$ cat config.mk
export PLATFORM = sky130hd
export DESIGN_NAME = sigmf_grad
export DESIGN_NICKNAME = d
export VERILOG_FILES = /design/src/rtl/sigmf_grad.sv
export SDC_FILE = /design/constraint.sdc
export NUM_CORES = 1
export LEC_CHECK = 0
export BUFFER_PORTS_ARGS = -buffer_cell sky130_fd_sc_hd__buf_4
export CORE_UTILIZATION = 60
export CTS_CLUSTER_DIAMETER = 40
export CTS_CLUSTER_SIZE = 20
export DETAILED_ROUTE_END_ITERATION = 8
export MAX_ROUTING_LAYER = met4
export PLACE_DENSITY = 0.86
export SLEW_MARGIN = 25
export SYNTH_ARGS = -nofsm -noshare
export SYNTH_HDL_FRONTEND = slang
export SYNTH_SLANG_ARGS = --single-unit
$ cat constraint.sdc
create_clock -name clk -period 9.35 [get_ports clk]
set_clock_uncertainty 0.15 [all_clocks]
set_input_delay 0.935 -clock clk [delete_from_list [all_inputs] [get_ports clk]]
set_output_delay 0.935 -clock clk [all_outputs]
set_load 0.05 [all_outputs]
$ cat src/rtl/sigmf_grad.sv
// Sigmoid backward-pass gradient: delta = e * y * (1 - y), Q6.10, one shared multiplier over two cycles.
// Define SIGMF_GRAD_ROUND_EN for round-half-up on both post-multiply shifts (default: floor).
module sigmf_grad #(
    parameter int unsigned     WIDTH = 16,
    parameter int unsigned     FRAC  = 10,
    parameter logic [WIDTH-1:0] ONE  = 16'h0400
) (
    input  logic             clk,
    input  logic             rst,
    input  logic             in_valid,
    output logic             in_ready,
    input  logic [WIDTH-1:0] y_in,
    input  logic [WIDTH-1:0] e_in,
    output logic             out_valid,
    input  logic             out_ready,
    output logic [WIDTH-1:0] delta_out,
    output logic             busy
);

    localparam int unsigned PW = 2 * WIDTH;

`ifdef SIGMF_GRAD_ROUND_EN
    localparam logic signed [PW-1:0] RND = PW'(1) << (FRAC - 1);
`else
    localparam logic signed [PW-1:0] RND = '0;
`endif

    typedef enum logic [1:0] {IDLE, MUL1, MUL2, DONE} state_t;

    state_t state, next_state;

    logic [WIDTH-1:0]        y_r, e_r, p1_r;
    logic [WIDTH-1:0]        y_c;
    logic signed [WIDTH-1:0] mul_a, mul_b;
    logic signed [PW-1:0]    prod;
    logic [WIDTH-1:0]        mul_res;
    logic                    accept;

    // State register
    always_ff @(posedge clk or posedge rst) begin
        if (rst) state <= IDLE;
        else     state <= next_state;
    end

    // Next-state logic
    always_comb begin
        next_state = state;
        case (state)
            IDLE: if (in_valid) next_state = MUL1;
            MUL1: next_state = MUL2;
            MUL2: next_state = DONE;
            DONE: if (out_ready) next_state = IDLE;
            default: next_state = IDLE;
        endcase
    end

    // State-decoded controls and multiplier operand select
    always_comb begin
        in_ready = (state == IDLE);
        busy     = (state != IDLE);
        accept   = (state == IDLE) && in_valid;
        mul_a    = $signed(e_r);
        mul_b    = $signed(p1_r);
        if (state == MUL1) begin
            mul_a = $signed(y_c);
            mul_b = $signed(ONE - y_c);
        end
    end

    // Clamp y to [0, ONE] so y*(1-y) stays in [0, 0.25]
    always_comb begin
        y_c = y_r;
        if (y_r[WIDTH-1])
            y_c = '0;
        else if ($signed(y_r) > $signed(ONE))
            y_c = ONE;
    end

    assign prod    = mul_a * mul_b;
    assign mul_res = WIDTH'((prod + RND) >>> FRAC);

    // Datapath registers
    always_ff @(posedge clk or posedge rst) begin
        if (rst) begin
            y_r       <= '0;
            e_r       <= '0;
            p1_r      <= '0;
            delta_out <= '0;
            out_valid <= 1'b0;
        end else begin
            if (accept) begin
                y_r <= y_in;
                e_r <= e_in;
            end
            if (state == MUL1)
                p1_r <= mul_res;
            if (state == MUL2) begin
                delta_out <= mul_res;
                out_valid <= 1'b1;
            end
            if (state == DONE && out_ready)
                out_valid <= 1'b0;
        end
    end

endmodule

==> flow_metrics.tcl <==
set metrics [dict create \
    htreeDepth 3 \
    critPathRequiredTime_ns 9.42 \
    fin_setup_tns_ns 0 \
    fp.coreArea_sq_um 18020 \
    grt_first_pass_wirelength_microns 46470 \
    report.final.slew_viol_count 0 \
    wl_microns 28290 \
    clockBufferDepth 2 \
    ys.flop_type "dfrtp_1" \
    clkLatencyLatePin_ns 0.33 \
    grtUsageTotal 0.3408 \
    nNetsFinal 1528 \
    place.gp.congestion 0.9681 \
    vias_per_cell 5.804 \
    cp_top_family "adder cells" \
    met1_usage 0.4187 \
    synthDistinctLibCells 47 \
    grt_max_degree 68 \
    start_kind "register" \
    yosys_register_bits 67 \
    grt_util_met2 0.5464 \
    ctsRootBufferMaster "clkbuf_16" \
    post-route-min-period_ns 8.350 \
    syn_avg_cell_area_sq_um 9.467 \
    ios 55 \
    dieArea_sq_um 19040 \
    cp_data_arrival_time_ns 8.42 \
    max_freq_mhz 119.8 \
    path_depth 28 \
    hold_depth 1 \
    crit_top_cell "fa_1" \
    finalHoldViolCount 0 \
    busiest_layer "met2" \
    fin_crit_sh 0.8931 \
    synth_edf_count 0 \
    clk_pin_slew_ns 0.06 \
    num_vias 8369 \
    cts_tree "built" \
    path_max_fanout 11 \
    drt_iter0_drc 705 \
    mostFrequentLayoutCell "inv_1" \
    worst_slew_pin_slew_ns 1.061 \
    synthArstFlopShare 1.000 \
    ant_nets 0 \
    cap_viol_max_count 0 \
    synth_seq_area_share 0.1511 \
    crit_slowest_cell "fa_1" \
    met3_usage 0.06689 \
    die_h_microns 138.0 \
    yosys_warnings 0 \
    syn-num-nets 1493 \
    max-slew-margin-rel 0.2910 \
    cts_resized 0 \
    cts_num_sinks 67 \
    dpl.hpwl_microns 22940 \
    run_status "finished clean" \
    syn2layout_area_growth_pct 8.671 \
    min_path_type "register to register" \
    holdWs_ns 0.3640 \
    setup_viol_count_final 0 \
    crit_path_end_kind "register" \
    criticalPathCategory "register to register" \
    ctsHoldBuffers 0 \
    cp_slowest_stage_delay_ns 0.52 \
    reg2regPathDepth 28 \
    drc 0 \
    drt_first_pass_iters 7 \
    antenna_found_initial 1 \
    io_buffers 54 \
    final_cell_mix "inv_1 (260), fa_1 (208), nand2_1 (149), ha_1 (76), nor2_1 (71)" \
    die_x_microns 138.0 \
    cts_setup_buffers 0 \
    grt_pass1_vias 9116 \
    gr-total-overflow 0 \
    drive_gt1_frac 0.1254 \
    synthCells 1172 \
    cts_made_buffers 9 \
    crit_buf_inv 3 \
    rows 49 \
    start_util 0.6156 \
    rsz0062_at_grt "no" \
    wl_per_cell_microns 19.62 \
    syn-cell-area_sq_um 11100 \
]
## metrics by stage
step | setup WS, ns | util | instances | cell area, sq um
2_1_floorplan | 0.8663 | - | 1172 | 11100
3_3_place_gp | 1.329 | 0.6505 | 1425 | 11730
3_5_place_dp | 1.208 | 0.6505 | 1425 | 11730
4_1_cts | 1.131 | 0.6686 | 1441 | 12050
5_1_grt | 0.6592 | 0.6690 | 1442 | 12060
6_report | 0.9998 | 0.6690 | 1442 | 12060
## synth_stat cells, drive strengths merged (2+ instances only)
cell | count | share of area
a21boi | 2 | 0.0014
a21o | 24 | 0.016
a21oi | 14 | 0.0063
a31o | 8 | 0.0063
a31oi | 10 | 0.0070
a41o | 2 | 0.0018
and2 | 54 | 0.030
buf | 6 | 0.0021
clkbuf | 36 | 0.012
dfrtp | 67 | 0.15
fa | 208 | 0.38
ha | 77 | 0.087
inv | 261 | 0.088
mux2 | 48 | 0.049
nand2 | 149 | 0.050
nand2b | 7 | 0.0039
nand3 | 10 | 0.0045
nand4 | 5 | 0.0042
nor2 | 71 | 0.024
nor2b | 28 | 0.016
nor3 | 7 | 0.0032
nor4 | 2 | 0.0011
o21a | 9 | 0.0061
o21ai | 10 | 0.0045
o21bai | 3 | 0.0020
o31a | 2 | 0.0024
or2 | 2 | 0.0011
or4 | 2 | 0.0017
xnor2 | 28 | 0.022
xor2 | 9 | 0.0071
## logic make-up after synthesis
logic type | share of synthesized area
AO/OA/AOI/OAI | 0.06382
XOR/XNOR | 0.02921
adder cells (fa/ha/maj) | 0.4621
buffers and inverters | 0.1026
flip-flops | 0.1511
multiplexers | 0.04871
AND/OR/NAND/NOR | 0.1424
## state kept, by name, indices dropped and copies added, names as in the netlist
register,count
out_valid,1
state,2
p1_r,16
delta_out,16
y_r,16
e_r,16
## final timing paths
check / slack (ns) / endpoint / start
hold reg to reg: 0.36 / delta_out[3] / delta_out[3]
hold / removal: 0.36 / delta_out[3] / delta_out[3]
min in group asynchronous: 0.72 / y_r[9] / rst
setup / recovery: 1.0 / delta_out[15] / y_r[2]
setup reg to reg: 1.0 / delta_out[15] / y_r[2]
max in group asynchronous: 7.79 / e_r[4] / rst
## routing by layer
layer  vias to the layer above  part of all wire
met5                         -                 0
met4                         0             0.058
met3                       120             0.090
met2                       436              0.48
met1                      4211              0.37
li1                       3602                 -
## layout make-up
class / instances / area, sq um
Clock buffer: 9 / 225.2
Sequential cell: 67 / 1677
Timing Repair Buffer: 66 / 495.5
Fill cell: 1397 / 5967
Clock inverter: 7 / 101.3
Inverter: 261 / 979.7
Multi-Input combinational cell: 802 / 8290
Antenna cell: 1 / 2.502
Tap cell: 229 / 286.5
Power is left out: the tool's default activity adds up to more than one toggle a clock period on the data nets, which glitch-free logic cannot reach.
